$ cat src/rtl/fp_pkg.sv
// Shared floating-point operand types: class codes, unpacked-operand layouts and helpers.
// Used by the operand unpack stage and by the downstream special-case stage.
package fp_pkg;

    typedef enum logic [2:0] {
        FP_ZERO = 3'b000,
        FP_INF  = 3'b001,
        FP_SUB  = 3'b010,
        FP_NORM = 3'b011,
        FP_NAN  = 3'b100
    } fp_type_e;

    // Split IEEE-754 single fields plus class code (35 bits).
    typedef struct packed {
        logic       sign;
        logic [7:0] exp;
        logic [22:0] frac;
        fp_type_e   cls;
    } fp_field_t;

    // Full 38-bit unpacked operand as consumed by the special-case stage.
    typedef struct packed {
        fp_field_t f;
        logic      hidden;
        logic      is_snan;
        logic      is_qnan;
    } fp_unpacked_t;

    typedef struct packed {
        fp_field_t a;
        fp_field_t b;
    } fp_pair_t;

    typedef enum logic [1:0] {
        OCC_EMPTY = 2'd0,
        OCC_ONE   = 2'd1,
        OCC_FULL  = 2'd2
    } occ_e;

    // Signalling NaN: NaN class with the quiet bit (frac MSB) clear.
    function automatic logic fp_is_snan(input fp_type_e cls, input logic [22:0] frac);
        return (cls == FP_NAN) && !frac[22];
    endfunction

    function automatic fp_unpacked_t fp_extend(input fp_field_t f);
        fp_unpacked_t u;
        u.f       = f;
        u.hidden  = (f.cls == FP_NORM);
        u.is_snan = fp_is_snan(f.cls, f.frac);
        u.is_qnan = (f.cls == FP_NAN) && f.frac[22];
        return u;
    endfunction

endpackage

$ cat src/rtl/fp_classify.sv
// Combinational split of a raw single-precision operand into sign/exponent/fraction and class code.
// Zero latency; no flow control.
module fp_classify
    import fp_pkg::*;
(
    input  logic [31:0] op,
    output logic        sign,
    output logic [7:0]  exp,
    output logic [22:0] frac,
    output fp_type_e    cls
);

    always_comb begin
        sign = op[31];
        exp  = op[30:23];
        frac = op[22:0];
        cls  = FP_NORM;
        if (op[30:23] == 8'h00) begin
            cls = (op[22:0] == 23'd0) ? FP_ZERO : FP_SUB;
        end else if (op[30:23] == 8'hFF) begin
            cls = (op[22:0] == 23'd0) ? FP_INF : FP_NAN;
        end
    end

endmodule

$ cat src/rtl/fp_operand_unpack.sv
// Classifies operand pairs at acceptance into a 2-entry FIFO; output visible 1 cycle after accept.
// in_ready depends only on registered occupancy (low when full); outputs hold while out_ready is low.
module fp_operand_unpack
    import fp_pkg::*;
#(
    parameter int DEPTH = 2
) (
    input  logic        clk,
    input  logic        rst,
    input  logic        in_valid,
    output logic        in_ready,
    input  logic [31:0] opa,
    input  logic [31:0] opb,
    input  logic        clr_flags,
    output logic        out_valid,
    input  logic        out_ready,
    output logic        sign_A,
    output logic        sign_B,
    output logic [7:0]  exp_A,
    output logic [7:0]  exp_B,
    output logic [22:0] mantis_A,
    output logic [22:0] mantis_B,
    output logic [2:0]  type_A,
    output logic [2:0]  type_B,
    output logic        snan_seen,
    output logic [15:0] pair_count
);

    localparam int PTR_W = $clog2(DEPTH);

    fp_field_t  cls_a;
    fp_field_t  cls_b;
    fp_pair_t   mem [DEPTH];
    fp_pair_t   head;
    logic [PTR_W-1:0] wr_ptr;
    logic [PTR_W-1:0] rd_ptr;
    occ_e       occ;
    occ_e       occ_nxt;
    logic       push;
    logic       pop;
    logic       snan_in;

    fp_classify u_cls_a (
        .op   (opa),
        .sign (cls_a.sign),
        .exp  (cls_a.exp),
        .frac (cls_a.frac),
        .cls  (cls_a.cls)
    );

    fp_classify u_cls_b (
        .op   (opb),
        .sign (cls_b.sign),
        .exp  (cls_b.exp),
        .frac (cls_b.frac),
        .cls  (cls_b.cls)
    );

    assign push    = in_valid && in_ready;
    assign pop     = out_valid && out_ready;
    assign snan_in = fp_is_snan(cls_a.cls, cls_a.frac) || fp_is_snan(cls_b.cls, cls_b.frac);

    always_ff @(posedge clk or posedge rst) begin
        if (rst) begin
            occ <= OCC_EMPTY;
        end else begin
            occ <= occ_nxt;
        end
    end

    always_comb begin
        occ_nxt   = occ;
        in_ready  = 1'b1;
        out_valid = 1'b0;
        case (occ)
            OCC_EMPTY: begin
                if (push) occ_nxt = OCC_ONE;
            end
            OCC_ONE: begin
                out_valid = 1'b1;
                if (push && !pop)      occ_nxt = OCC_FULL;
                else if (pop && !push) occ_nxt = OCC_EMPTY;
            end
            OCC_FULL: begin
                in_ready  = 1'b0;
                out_valid = 1'b1;
                if (pop) occ_nxt = OCC_ONE;
            end
            default: occ_nxt = OCC_EMPTY;
        endcase
    end

    // Entries reset to zero so the idle outputs are defined, not X.
    always_ff @(posedge clk or posedge rst) begin
        if (rst) begin
            for (int i = 0; i < DEPTH; i++) begin
                mem[i] <= '0;
            end
            wr_ptr <= '0;
            rd_ptr <= '0;
        end else begin
            if (push) begin
                mem[wr_ptr] <= '{a: cls_a, b: cls_b};
                wr_ptr      <= wr_ptr + 1'b1;
            end
            if (pop) begin
                rd_ptr <= rd_ptr + 1'b1;
            end
        end
    end

    // A new signalling NaN wins over a same-cycle clear.
    always_ff @(posedge clk or posedge rst) begin
        if (rst) begin
            snan_seen  <= 1'b0;
            pair_count <= 16'd0;
        end else begin
            if (push && snan_in) begin
                snan_seen <= 1'b1;
            end else if (clr_flags) begin
                snan_seen <= 1'b0;
            end
            if (push && (pair_count != 16'hFFFF)) begin
                pair_count <= pair_count + 16'd1;
            end
        end
    end

    assign head     = mem[rd_ptr];
    assign sign_A   = head.a.sign;
    assign sign_B   = head.b.sign;
    assign exp_A    = head.a.exp;
    assign exp_B    = head.b.exp;
    assign mantis_A = head.a.frac;
    assign mantis_B = head.b.frac;
    assign type_A   = head.a.cls;
    assign type_B   = head.b.cls;

endmodule
$ cat config.mk
export PLATFORM = sky130hd
export DESIGN_NAME = fp_operand_unpack
export DESIGN_NICKNAME = d
export VERILOG_FILES = /design/src/rtl/fp_pkg.sv /design/src/rtl/fp_classify.sv /design/src/rtl/fp_operand_unpack.sv
export SDC_FILE = /design/constraint.sdc
export NUM_CORES = 1
export LEC_CHECK = 0
export ABC_CLOCK_PERIOD_IN_PS = 5570
export CORE_AREA = 2 2 147 149
export CTS_BUF_LIST = sky130_fd_sc_hd__clkbuf_16
export CTS_CLUSTER_DIAMETER = 80
export DETAILED_ROUTE_END_ITERATION = 8
export DIE_AREA = 0 0 149 151
export DONT_BUFFER_PORTS = 1
export MAX_ROUTING_LAYER = met4
export SKIP_LAST_GASP = 1
export SLEW_MARGIN = 20
export SYNTH_ARGS = -nofsm -noshare
export SYNTH_HDL_FRONTEND = slang
export SYNTH_SLANG_ARGS = --single-unit
export TNS_END_PERCENT = 1
$ cat constraint.sdc
create_clock -name clk -period 5.57 [get_ports clk]
set_input_delay 0.557 -clock clk [delete_from_list [all_inputs] [get_ports clk]]
set_output_delay 0.557 -clock clk [all_outputs]
set_load 0.005 [all_outputs]
## Word-level counts from Yosys, hierarchy flattened

Cells that the tools add are included.

| word-level totals | value |
|---|---|
| flip-flop bits (word level) | 161 |
| bits of input ports | 69 |
| output and inout port bits | 89 |
| word-level logic and storage cells | 84 |

| cells by class | value |
|---|---|
| add/sub/neg operators | 3 |
| $lt $le $gt $ge | 3 |
| equality and inequality tests | 10 |
| muxes and demuxes | 23 |
| bitwise operators | 2 |
| reductions and logical operators | 22 |

Operators with widths:

| kind | count |
|---|---|
| 2-to-1 mux 70 bit | 4 |
| bitwise mux 140 bit | 1 |
| demux 70 bit (select 1 bit) | 1 |
| zero test 23 bit | 2 |
| 2-to-1 mux 3 bit | 6 |
| adder 16 x 1 -> 16 bit (second input constant) | 1 |
| equality test 8 bit (second input constant) | 2 |
| zero test 8 bit | 2 |
| != test 16 bit (second input constant) | 1 |
| 2-to-1 mux 2 bit | 6 |
| logical AND 1 bit | 9 |
| equality test 3 bit (second input constant) | 2 |
| case mux 2 bit (3 select lines) | 1 |
| >= comparator 2 bit (second input constant) | 2 |
| zero test 1 bit | 4 |
| 2-to-1 mux 1 bit | 4 |
| != test 2 bit (second input constant) | 2 |
| inverter 1 -> 2 bit | 2 |
| != test 3 bit (second input constant) | 1 |
| AND reduction 3 bit | 1 |
| adder 1 bit (second input constant) | 2 |
| equality test 2 x 1 -> 1 bit (second input constant) | 1 |
| equality test 2 bit (second input constant) | 1 |
| zero test 2 bit | 1 |
| other kinds (4) | 4 |

## Depth between registers and ports, before layout

| depth | value |
|---|---|
| depth after elaboration | 9 |
| mapped depth | 10 |

## Modules after synthesis

From an unflattened synthesis, not the netlist that was laid out.

| second synthesis, totals | value |
|---|---|
| cells, all modules | 581 |
| area, all modules | 7842.5 um2 |

Modules (own cells, without submodules):

| module | instances | cells each | area an instance (um2) | seq. area each (um2) |
|---|---|---|---|---|
| fp_operand_unpack | 1 | 481 | 7121.8 | 4028.9 |
| fp_classify | 2 | 50 | 360.3 | 0.0 |

## Least setup slack after synthesis

OpenSTA, ideal clock, no wires.

| timing path | value |
|---|---|
| path type | flip-flop to flip-flop |
| start point | register occ[0] |
| end point | register mem[11] in the netlist's numbering |
| setup time | 0.125 ns |
| data arrival time | 1.733 ns |
| data required time | 5.445 ns |
| setup slack | 3.712 ns |
| stages on the path, launching flop included | 10 |
| buffers on the path | 2 |
| period minus slack after synthesis | 1.858 ns |
| cell sequence | dfrtp_1 -> inv_1 -> ha_1 -> inv_1 -> nand2_2 -> inv_1 -> nand2_1 -> buf_2 -> buf_4 -> mux2_2 |

| on the way | value |
|---|---|
| longest elaborated chain between the ends | 3 |

Ends and longest elaborated chain:

| what | RTL line | text |
|---|---|---|
| start, declared | fp_operand_unpack.sv:37 | `occ_e occ;` |
| start signal, assigned | fp_operand_unpack.sv:67 | `occ <= occ_nxt;` |
| equality test 2 bit | fp_operand_unpack.sv:75 | `case (occ)` |
| 2-to-1 mux 1 bit | fp_operand_unpack.sv:75 |  |
| named net in_ready | fp_operand_unpack.sv:11 | `output logic in_ready,` |
| logical AND 1 bit | fp_operand_unpack.sv:59 | `assign push = in_valid && in_ready;` |
| named net push | fp_operand_unpack.sv:39 | `logic push;` |
| end signal, assigned by index | fp_operand_unpack.sv:103 | `mem[wr_ptr] <= '{a: cls_a, b: cls_b};` |
| end, declared | fp_operand_unpack.sv:33 | `fp_pair_t mem [DEPTH];` |

The timed path passes the listed nets, and every way through them passes these cells.
A chain may end at the register's enable or synchronous reset.

## Worst setup path in the final report

| timing path | value |
|---|---|
| start point | register rd_ptr |
| end point | output mantis_B[18] |

| on the way | value |
|---|---|
| longest elaborated chain between the ends | 4 |

Ends and longest elaborated chain:

| what | RTL line | text |
|---|---|---|
| start, declared | fp_operand_unpack.sv:36 | `logic [PTR_W-1:0] rd_ptr;` |
| start signal, assigned | fp_operand_unpack.sv:107 | `rd_ptr <= rd_ptr + 1'b1;` |
| inverter 1 -> 2 bit (not written as such) | fp_operand_unpack.sv:129 | `assign head = mem[rd_ptr];` |
| 2-to-1 mux 70 bit (not written as such) (3 in series) | fp_operand_unpack.sv:129 |  |
| end, declared | fp_operand_unpack.sv:22 | `output logic [22:0] mantis_B,` |

Every way passes these cells. The select of a mux whose other input is x is not followed.

==> results.md <==
- Worst Setup End Kind: primary output
- Number of distinct library cells after synthesis: 31
- CP Launch Type: flop
- Worst relative slew slack: 0.296
- Largest fanout on the critical path: slightly above 70
- Clock Tree Buf Depth: 2
- Post-CTS setup buffer count: 0
- Layout fillers: slightly above 2000
- Remaining antenna violation count: 0
- Routed len/inst: ~18 um
- Leakage: 3.69 nW
- Largest net degree at the start of global routing: roughly 100
- Fin. Hold Viols: 0
- Clock Sinks: 161
- Initial antenna violation count: 0
- Commonest non-fill, non-tap cells in the layout: nand2_1, dfrtp_1, mux2_2
- Routed Wire Length: roughly 17000 um
- Skew-Pair Late Insertion Delay: about 420 ps
- Clock transition at path regs: about 60 ps
- H-Tree Depth: 4
- Final setup vio count: 0
- R2r setup slk: 3100 ps
- Final setup TNS: 0 ps
- Pre-CTS setup slack: approximately 3100 ps
- Crit path required time: around 5000 ps
- Via count: ~4600
- Critical path class: reg2out
- Share of layout cells above drive strength 1: 0.267
- Worst slew pin tran: around 1100 ps
- Fmax: ~380 MHz
- Worst VDD drop: roughly 200 uV
- Die H: roughly 150 um
- Vias in the first global route: roughly 4800
- Cells after synthesis: about 660
- Final min period: 2610 ps
- RSZ-0062 raised after global routing: no
- Syn_area_per_cell: approximately 11 um^2
- Die area: 22500 um^2
- IO Pins: approximately 160
- Net Count, Synth: 738
- CP max stage delay: roughly 1100 ps
- Residual DRC: 0
- First-pass iteration count of the detailed router: 4
- DP HPWL: roughly 11000 um
- Initial Utilization: 0.348
- Most common cell after layout, fill and taps aside: nand2_1
- PostCTS Resize Cnt: 0
- Port bufs: 0
- Via density per instance: around 5
- Die Wd: approximately 150 um
- Critical Path AT: 2050 ps
- Diode count: 0
- Top delay family on crit path: flip-flops
- Max-slew violations: 0
- CTS root buffer: clkbuf_16
- Worst hold path type: in2async
- Setup WS post-layout: between 2000 and 3000 ps
- Hold Buf Count CTS: 0
- Final #Nets: 728
- Yosys reg bits: between 150 and 200
- FP Rows: between 50 and 60
- CTS buffer count: 17
- Sequential area share after synthesis: 0.555
- Core ar.: around 21000 um^2
- Gp weighted congestion: 0.770
- Tcrit/Tclk final: 0.468
- Status: finished, final reports clean
- Mapped Area: 7260 um^2
- First-pass GRT wire length: ~27000 um
- DP Area: about 7500 um^2
- Gr usage total: 0.160
- Area Growth Syn to Fin: 10.6%
- Initial drt markers: ~170
- P per Cell Area: about 580 nW/um^2
- TritonCTS clock tree: built
- Worst path buffer plus inverter count: 0
- Total gr overflow: 0
- Slowest-stage cell, CP: dfrtp_4
- Final Skew: ~12 ps
- Yosys warns: 0
- Fin area: about 8000 um^2
- Worst path cell trace: mux2_2
- MaxCap Viol Count: 0
## layer usage
layer | vias to the layer above | track usage | wire length [um]
li1 | 2198 | - | -
met1 | 2315 | 0.199 | 7660
met2 | 116 | 0.254 | 8010
met3 | 9 | 0.0533 | 1080
met4 | 0 | 0.0386 | 139
met5 | - | - | 0
## area by class of cell
class | count | area (um^2) | share of cell area
clock buffers | 17 | 425 | 0.0530
clock inverters | 12 | 96.3 | 0.0120
inverters | 9 | 38.8 | 0.00483
multi-input cells | 461 | 3060 | 0.382
flip-flops and latches | 161 | 4030 | 0.503
well taps | 275 | 344 | 0.0429
repair buffers | 3 | 22.5 | 0.00281
## Yosys cell counts, drive strengths merged
cell type | number | area, um^2
nand2 | 226 | 851
dfrtp | 161 | 4030
mux2 | 134 | 1510
clkbuf | 23 | 86.3
o21ai | 16 | 80.1
nor4 | 14 | 87.6
nor3 | 10 | 50.1
buf | 9 | 58.8
inv | 9 | 33.8
nand4 | 9 | 56.3
xnor2 | 8 | 70.1
xor2 | 8 | 70.1
nand3 | 7 | 35.0
nor2 | 7 | 26.3
ha | 6 | 75.1
and4 | 3 | 31.3
a21oi | 2 | 10.0
and3 | 2 | 12.5
or2 | 2 | 12.5
a2111oi | 1 | 27.5
a21o | 1 | 8.76
nor2b | 1 | 6.26
o22a | 1 | 8.76
o22ai | 1 | 6.26
o31ai | 1 | 7.51
or3 | 1 | 6.26
## registers in the layout (all words and copies together), names as in the netlist
register / flops
snan_seen: 1
occ: 2
mem: 140
rd_ptr: 1
wr_ptr: 1
pair_count: 16
## through the flow
stage	instances	hold slack [ps]	util	total power, mW
6_report	938	167	0.385	4.61
5_1_grt	938	215	0.385	4.96
4_1_cts	938	224	0.385	4.70
3_5_place_dp	909	458	0.360	3.60
3_3_place_gp	909	453	0.360	3.56
2_1_floorplan	663	442	-	3.22
## cell families after synthesis
| group | share of synthesized area |
|---|---|
| flops | 0.555 |
| fa+ha+maj | 0.0103 |
| buf+inv | 0.0247 |
| mux | 0.208 |
| simple gates | 0.162 |
| xor+xnor | 0.0193 |
| compound gates | 0.0205 |
## worst paths after layout
check                      depth (start not counted)       from           end
max in group asynchronous                          2        rst       mem[66]
min in group clk                                   1  clr_flags     snan_seen
hold reg to reg                                    2   mem[137]      mem[137]
setup / recovery                                   1     rd_ptr  mantis_B[18]
hold / removal                                     1        rst       mem[98]
setup reg to reg                                   7     occ[0]       mem[13]
## report_power, final
group          total [mW]  switching [mW]  internal (mW)
combinational        1.45           0.693          0.762
sequential           2.09           0.388           1.70
clock                1.07           0.472          0.601
No activity file was read; power rests on OpenSTA's default activity.
